### src/rtl/uart_cmd_pkg.sv
// Shared types and ASCII constants for the UART/button command scheduler.
package uart_cmd_pkg;

  typedef enum logic [2:0] {IDLE, DECODE, ISSUE, ACK, GAP} state_t;
  typedef enum logic [2:0] {NONE, ENABLE, CLEAR, MODE, IGNORE, UNKNOWN} cmd_t;
  typedef enum logic {BTN, UART} src_t;

  localparam logic [7:0] ASC_E_UP = 8'h45;
  localparam logic [7:0] ASC_E_LO = 8'h65;
  localparam logic [7:0] ASC_C_UP = 8'h43;
  localparam logic [7:0] ASC_C_LO = 8'h63;
  localparam logic [7:0] ASC_M_UP = 8'h4D;
  localparam logic [7:0] ASC_M_LO = 8'h6D;
  localparam logic [7:0] ASC_CR   = 8'h0D;
  localparam logic [7:0] ASC_LF   = 8'h0A;
  localparam logic [7:0] ACK_ERR  = 8'h3F;

  // Ack byte echoed for a command: its uppercase letter, '?' for anything else.
  function automatic logic [7:0] cmd_ack_byte(input cmd_t c);
    case (c)
      ENABLE:  return ASC_E_UP;
      CLEAR:   return ASC_C_UP;
      MODE:    return ASC_M_UP;
      default: return ACK_ERR;
    endcase
  endfunction

endpackage

### src/rtl/uart_cmd_scheduler_if.sv
// FIFO-side bus of the scheduler: show-ahead RX FIFO read port and TX FIFO write port.
// Handshake: a byte leaves RX on a cycle with o_rx_pop=1 and i_rx_empty=0; a byte enters
// TX on a cycle with o_tx_push=1, which is only ever raised while i_tx_full=0.
interface uart_cmd_scheduler_if;
  logic       i_rx_empty;
  logic [7:0] i_rx_data;
  logic       o_rx_pop;
  logic       i_tx_full;
  logic       o_tx_push;
  logic [7:0] o_tx_data;

  modport master (
    input  i_rx_empty, i_rx_data, i_tx_full,
    output o_rx_pop, o_tx_push, o_tx_data
  );

  modport slave (
    output i_rx_empty, i_rx_data, i_tx_full,
    input  o_rx_pop, o_tx_push, o_tx_data
  );
endinterface

### src/rtl/ascii_cmd_decoder.sv
// Combinational map from a received ASCII byte to a scheduler command and its ack byte.
module ascii_cmd_decoder
  import uart_cmd_pkg::*;
(
  input  logic [7:0] i_byte,
  output cmd_t       o_cmd,
  output logic [7:0] o_ack
);

  always_comb begin
    o_cmd = UNKNOWN;
    case (i_byte)
      ASC_E_UP, ASC_E_LO: o_cmd = ENABLE;
      ASC_C_UP, ASC_C_LO: o_cmd = CLEAR;
      ASC_M_UP, ASC_M_LO: o_cmd = MODE;
      ASC_CR, ASC_LF:     o_cmd = IGNORE;
      default:            o_cmd = UNKNOWN;
    endcase
    o_ack = cmd_ack_byte(o_cmd);
  end

endmodule

### src/rtl/uart_cmd_scheduler.sv
// Arbitrates button and UART commands into spaced one-cycle pulses for the counter
// control unit, with optional ack echo to the TX FIFO and an unknown-byte counter.
module uart_cmd_scheduler
  import uart_cmd_pkg::*;
#(
  parameter int GAP_CYC = 2,
  parameter bit ECHO_EN = 1'b1,
  parameter int ERR_W   = 8
) (
  input  logic                 clk,
  input  logic                 rst,
  input  logic                 i_btn_enable,
  input  logic                 i_btn_clear,
  input  logic                 i_btn_mode,
  uart_cmd_scheduler_if.master fifo,
  output logic                 o_enable,
  output logic                 o_clear,
  output logic                 o_mode,
  output logic                 o_busy,
  output logic [ERR_W-1:0]     o_err_cnt,
  output state_t               o_state
);

  localparam int GW = $clog2(GAP_CYC + 1);

  state_t           state_q, state_d;
  cmd_t             cmd_q, cmd_d;
  src_t             last_src_q, last_src_d;
  logic [7:0]       byte_q, byte_d;
  logic [7:0]       ack_q, ack_d;
  logic [ERR_W-1:0] err_q, err_d;
  logic [GW-1:0]    gap_q, gap_d;
  logic [2:0]       pend_q, pend_d;

  logic [2:0] pend_clr;
  logic       btn_req, uart_req, rx_pop;
  cmd_t       dec_cmd;
  logic [7:0] dec_ack;

  ascii_cmd_decoder u_dec (
    .i_byte (byte_q),
    .o_cmd  (dec_cmd),
    .o_ack  (dec_ack)
  );

  always_ff @(posedge clk or negedge rst) begin
    if (!rst) begin
      state_q    <= IDLE;
      cmd_q      <= NONE;
      last_src_q <= UART;
      byte_q     <= '0;
      ack_q      <= '0;
      err_q      <= '0;
      gap_q      <= '0;
      pend_q     <= '0;
    end else begin
      state_q    <= state_d;
      cmd_q      <= cmd_d;
      last_src_q <= last_src_d;
      byte_q     <= byte_d;
      ack_q      <= ack_d;
      err_q      <= err_d;
      gap_q      <= gap_d;
      pend_q     <= pend_d;
    end
  end

  always_comb begin
    state_d    = state_q;
    cmd_d      = cmd_q;
    last_src_d = last_src_q;
    byte_d     = byte_q;
    ack_d      = ack_q;
    err_d      = err_q;
    gap_d      = gap_q;
    pend_clr   = '0;
    rx_pop     = 1'b0;
    btn_req    = |pend_q;
    uart_req   = !fifo.i_rx_empty;

    case (state_q)
      IDLE: begin
        // On a tie the source that was not served last wins.
        if (btn_req && (!uart_req || last_src_q == UART)) begin
          state_d    = ISSUE;
          last_src_d = BTN;
          if (pend_q[0]) begin
            cmd_d    = ENABLE;
            pend_clr = 3'b001;
          end else if (pend_q[1]) begin
            cmd_d    = CLEAR;
            pend_clr = 3'b010;
          end else begin
            cmd_d    = MODE;
            pend_clr = 3'b100;
          end
        end else if (uart_req) begin
          rx_pop     = 1'b1;
          byte_d     = fifo.i_rx_data;
          state_d    = DECODE;
          last_src_d = UART;
        end
      end
      DECODE: begin
        gap_d = '0;
        cmd_d = dec_cmd;
        case (dec_cmd)
          ENABLE, CLEAR, MODE: begin
            ack_d   = dec_ack;
            state_d = ISSUE;
          end
          IGNORE: state_d = GAP;
          default: begin
            if (err_q != {ERR_W{1'b1}}) err_d = err_q + ERR_W'(1);
            ack_d   = ACK_ERR;
            state_d = ECHO_EN ? ACK : GAP;
          end
        endcase
      end
      ISSUE: begin
        gap_d   = '0;
        state_d = (last_src_q == UART && ECHO_EN) ? ACK : GAP;
      end
      ACK: begin
        gap_d = '0;
        if (!fifo.i_tx_full) state_d = GAP;
      end
      GAP: begin
        if (gap_q == GW'(GAP_CYC - 1)) state_d = IDLE;
        else                           gap_d   = gap_q + GW'(1);
      end
      default: state_d = IDLE;
    endcase

    // A pulse in the same cycle as the serving grant re-arms the latch.
    pend_d = (pend_q & ~pend_clr) | {i_btn_mode, i_btn_clear, i_btn_enable};
  end

  assign o_enable       = (state_q == ISSUE) && (cmd_q == ENABLE);
  assign o_clear        = (state_q == ISSUE) && (cmd_q == CLEAR);
  assign o_mode         = (state_q == ISSUE) && (cmd_q == MODE);
  assign o_busy         = (state_q != IDLE);
  assign o_err_cnt      = err_q;
  assign o_state        = state_q;
  assign fifo.o_rx_pop  = rx_pop & rst;
  assign fifo.o_tx_push = (state_q == ACK) && !fifo.i_tx_full;
  assign fifo.o_tx_data = ack_q;

endmodule

### src/flat_wrapper.sv
// flat-port wrapper written by rule: the top's interface ports become plain ports
module uart_cmd_scheduler_flat import uart_cmd_pkg::*;
#(
  parameter int GAP_CYC = 2,
  parameter bit ECHO_EN = 1'b1,
  parameter int ERR_W   = 8
)
  (clk, rst, i_btn_enable, i_btn_clear, i_btn_mode, o_enable, o_clear, o_mode, o_busy, o_err_cnt, o_state, fifo_i_rx_empty, fifo_i_rx_data, fifo_i_tx_full, fifo_o_rx_pop, fifo_o_tx_push, fifo_o_tx_data);
  uart_cmd_scheduler_if fifo_i ();
  input  logic clk;
  input  logic rst;
  input  logic i_btn_enable;
  input  logic i_btn_clear;
  input  logic i_btn_mode;
  output logic o_enable;
  output logic o_clear;
  output logic o_mode;
  output logic o_busy;
  output logic [ERR_W-1:0] o_err_cnt;
  output state_t o_state;
  input wire logic [$bits(fifo_i.i_rx_empty)-1:0] fifo_i_rx_empty;
  input wire logic [$bits(fifo_i.i_rx_data)-1:0] fifo_i_rx_data;
  input wire logic [$bits(fifo_i.i_tx_full)-1:0] fifo_i_tx_full;
  output wire logic [$bits(fifo_i.o_rx_pop)-1:0] fifo_o_rx_pop;
  output wire logic [$bits(fifo_i.o_tx_push)-1:0] fifo_o_tx_push;
  output wire logic [$bits(fifo_i.o_tx_data)-1:0] fifo_o_tx_data;
  assign fifo_i.i_rx_empty = fifo_i_rx_empty;
  assign fifo_i.i_rx_data = fifo_i_rx_data;
  assign fifo_i.i_tx_full = fifo_i_tx_full;
  assign fifo_o_rx_pop = fifo_i.o_rx_pop;
  assign fifo_o_tx_push = fifo_i.o_tx_push;
  assign fifo_o_tx_data = fifo_i.o_tx_data;
  uart_cmd_scheduler #(.GAP_CYC(GAP_CYC), .ECHO_EN(ECHO_EN), .ERR_W(ERR_W)) u_core (.clk(clk), .rst(rst), .i_btn_enable(i_btn_enable), .i_btn_clear(i_btn_clear), .i_btn_mode(i_btn_mode), .fifo(fifo_i), .o_enable(o_enable), .o_clear(o_clear), .o_mode(o_mode), .o_busy(o_busy), .o_err_cnt(o_err_cnt), .o_state(o_state));
endmodule
### config.mk
export PLATFORM = sky130hd
export DESIGN_NAME = uart_cmd_scheduler_flat
export DESIGN_NICKNAME = d
export VERILOG_FILES = /design/src/rtl/uart_cmd_pkg.sv /design/src/rtl/uart_cmd_scheduler_if.sv /design/src/rtl/ascii_cmd_decoder.sv /design/src/rtl/uart_cmd_scheduler.sv /design/src/flat_wrapper.sv
export SDC_FILE = /design/constraint.sdc
export NUM_CORES = 1
export LEC_CHECK = 0
export BUFFER_PORTS_ARGS = -buffer_cell sky130_fd_sc_hd__buf_2
export CORE_MARGIN = 2
export CORE_UTILIZATION = 40
export CTS_BUF_LIST = sky130_fd_sc_hd__clkbuf_4
export DETAILED_ROUTE_END_ITERATION = 12
export SYNTH_ARGS = -nofsm -noshare
export SYNTH_HDL_FRONTEND = slang
export SYNTH_HIERARCHICAL = 1
export SYNTH_SLANG_ARGS = --single-unit
### constraint.sdc
create_clock -name clk -period 7.3 [get_ports clk]
set_input_delay 1.46 -clock clk [delete_from_list [all_inputs] [get_ports clk]]
set_output_delay 1.46 -clock clk [all_outputs]
set_load 0.005 [all_outputs]
==> summary.md <==
| Metric | Value |
|---|---|
| Mapped Area | 1843 um2 |
| Clk slew on worst S/H paths | 0.09 ns |
| Top FF cell, synth | dfrtp_1 |
| Clock sink count | 36 |
| All-Layer GR Usage | 16.81% |
| # DRC | 0 |
| Crit path arrival time | 2.57 ns |
| Slew margin rel. | 46.98% |
| Slew Viols, Final | 0 |
| Ant diodes | 0 |
| #FFs+latches synth | 36 |
| Site Rows | 24 |
| Die X | 71.88 um |
| CTS root buffer | clkbuf_4 |
| Starting density of the core | 42.04% |
| CP Cell Sequence | buf_2 > nor4_1 > nand2b_1 > nor2_1 > buf_2 |
| Vias per inst | 5.520 |
| R2R cell count | 6 |
| Post-synthesis cell count | 180 |
| Startpoint Class | input port |
| Fin area | 2102 um2 |
| Vias in the first global route | 1522 |
| Crit path kind | in2out |
| Pre-antenna DRT Iters | 4 |
| TritonCTS buffer count | 5 |
| Pre-CTS worst setup slack | 3.244 ns |
| Worst EP required | 5.84 ns |
| Post-detail-place hpwl | 2821 um |
| Synth-to-Final Area Change | 14.05% |
| Hold EP | u_core/fifo.o_tx_data[2] |
| Crit-path slowest cell | nor4_1 |
| Fmax | 248.3 MHz |
| Synth cell types | 48 |
| FF-to-FF setup slack | 4.41 ns |
| Post-CTS Setup Inserts | 0 |
| Initial antenna violation count | 0 |
| Post-layout nets | 233 |
| Synthesis warning total | 6 |
| Met2 routed WL | 1919 um |
| Wire length on met3 | 195 um |
| Reg2Reg Launch Point | u_core/byte_q[4] |
| Share of cells above drive strength 1 | 27.19% |
| Critical Path Fanout Max | 9 |
| Sequential area share after synthesis | 48.95% |
| Clk_lat worst skew | 0.33 ns |
| Worst Setup End Kind | primary output |
| Pin count of the biggest net entering global routing | 38 |
| Run status | finished, final reports clean |
| Top Layer Used | met4 |
| Min-delay src | u_core/fifo.o_tx_data[2] |
| Placement-stage cell area | 2051 um2 |
| Pwr Density | 333.1 nW/um2 |
| Reg-to-Reg End | u_core/o_err_cnt[1] |
| GRT overflow | 0 |
| WHS Path Cells | 1 |
| Family with the most delay on the worst path | simple AND/OR/NAND/NOR gates |
| Average cell area after synthesis | 10.24 um2 |
| Non-Filler Instances | 269 |
| Measured slew at the worst slew-check pin | 0.7953 ns |
| Final setup margin | 3.272 ns |
| Period utilization | 55.18% |
| H-tree Lvls | 2 |
| Post-Place Cells | 261 |
| Top cell by count, worst path | buf_2 |
| Routed via count | 1485 |
| WL/cell | 14.19 um |
| HP Class | reg2reg |
| Port buffer count | 39 |
| First-pass GRT wire length | 6844 um |
| Fin Setup TNS | 0 ns |
| Post-cts sizing count | 0 |
| Die Area | 5167 um2 |
| Die Y | 71.88 um |
| EDFF count, synth | 0 |
| Leakage power | 0.0009114 uW |
| Number of max-cap violations | 0 |
| Final min period | 4.028 ns |
| Placer Congestion | 0.7984 |
| I/O pin cnt | 40 |
| Crit path buf inv count | 2 |
| Maximum VDD drop | 134.2 uV |
| Starting DRT DRC Count | 116 |
| Commonest non-fill, non-tap cell in the layout | buf_2 |
| Routed wire length | 3817 um |
| Metal-1 WL | 1678 um |
| Commonest non-fill, non-tap cells in the layout | 39 x buf_2, 35 x dfrtp_1, 16 x nand2_1, 12 x nor2_1, 10 x mux2_2 |
| Clock skew | 0.009226 ns |
| Final hold slack | 0.4979 ns |
| RSZ-0062 raised after global routing | no |
| CTS Hold Bufs | 0 |
| Largest stage delay on the critical path | 0.36 ns |
| CTS tree | built |
| Final setup viols | 0 |
| Asr flop ratio synth | 100.0% |
| Synth Net Count | 197 |
| Post-DRT Antenna Nets | 0 |
| CTS Buffer Depth | 2 |
| Fin. Hold Viols | 0 |
| CORE AREA | 4384 um2 |
cell type report:
| type | instances | area, um2 |
|---|---|---|
| fillers | 422 | 2282 |
| flip-flops and latches | 36 | 902.1 |
| multi-input cells | 131 | 877.1 |
| repair buffers | 39 | 195.2 |
| well taps | 52 | 65.06 |
| clock buffers | 5 | 37.54 |
| clock inverters | 3 | 13.76 |
| inverters | 3 | 11.26 |
sequential cells by signal, indices dropped and copies added (netlist names):
name / cells
u_core/last_src_q: 1
u_core/pend_q: 3
u_core/cmd_q: 3
u_core/gap_q: 2
u_core/o_state: 3
u_core/byte_q: 8
u_core/fifo.o_tx_data: 8
u_core/o_err_cnt: 8
cell usage after synthesis, types with 3 or more instances:
cell type | n | area (um2)
buf_4 | 3 | 22.52
nand2_1 | 16 | 60.06
a21oi_1 | 7 | 35.03
nor2b_1 | 6 | 37.54
mux2_2 | 10 | 112.6
nor2_1 | 12 | 45.04
nor3b_1 | 5 | 37.54
o31ai_1 | 3 | 22.52
nor3_1 | 6 | 30.03
nand3_1 | 5 | 25.02
dfrtp_1 | 35 | 875.8
inv_1 | 3 | 11.26
buf_2 | 3 | 15.01
o22a_1 | 6 | 52.55
a31oi_1 | 4 | 25.02
clkbuf_1 | 4 | 15.01
nand2b_1 | 6 | 37.54
o21ai_0 | 6 | 30.03
or3_1 | 3 | 18.77
how the worst max path moves through the flow:
stage	cells after the start	end	startpoint	slack, ns
global placement	5	fifo_o_rx_pop	fifo_i_rx_empty	3.33
floorplan	4	fifo_o_rx_pop	fifo_i_rx_empty	3.70
CTS	5	fifo_o_rx_pop	fifo_i_rx_empty	3.24
global route	5	fifo_o_rx_pop	fifo_i_rx_empty	3.15
detailed placement	5	fifo_o_rx_pop	fifo_i_rx_empty	3.24
finish	5	fifo_o_rx_pop	fifo_i_rx_empty	3.27
kinds of logic after synthesis:
family                     count (synthesis)  synth area share [%]
xor gates and xnor gates                   2                0.9506
and+or+nand+nor                           73                 21.93
adders and majority gates                  2                 1.358
other                                      2                0.4075
AOI/OAI and AO/OA                         39                 15.14
buffers and inverters                     13                 3.462
DFF                                       36                 48.95
muxes                                     13                 7.807
power breakdown:
| part | internal (uW) | switching (uW) |
|---|---|---|
| logic | 127 | 127 |
| registers | 262 | 88.4 |
| clock network | 35.3 | 60.5 |
| total | 424 | 276 |
per-layer routing:
layer  track usage, %  vias up
li1                 -      727
met1            21.51      719
met2            26.44       37
met3            4.923        2
met4            7.547        0
met5                0        -
stage by stage:
step | util (%) | total power, uW
finish | 47.95 | 700.3
global route | 47.95 | 768.0
CTS | 47.95 | 709.0
detailed placement | 46.78 | 609.7
global placement | 46.78 | 593.9
floorplan | - | 523.8
(Power assumes the default switching activity.)
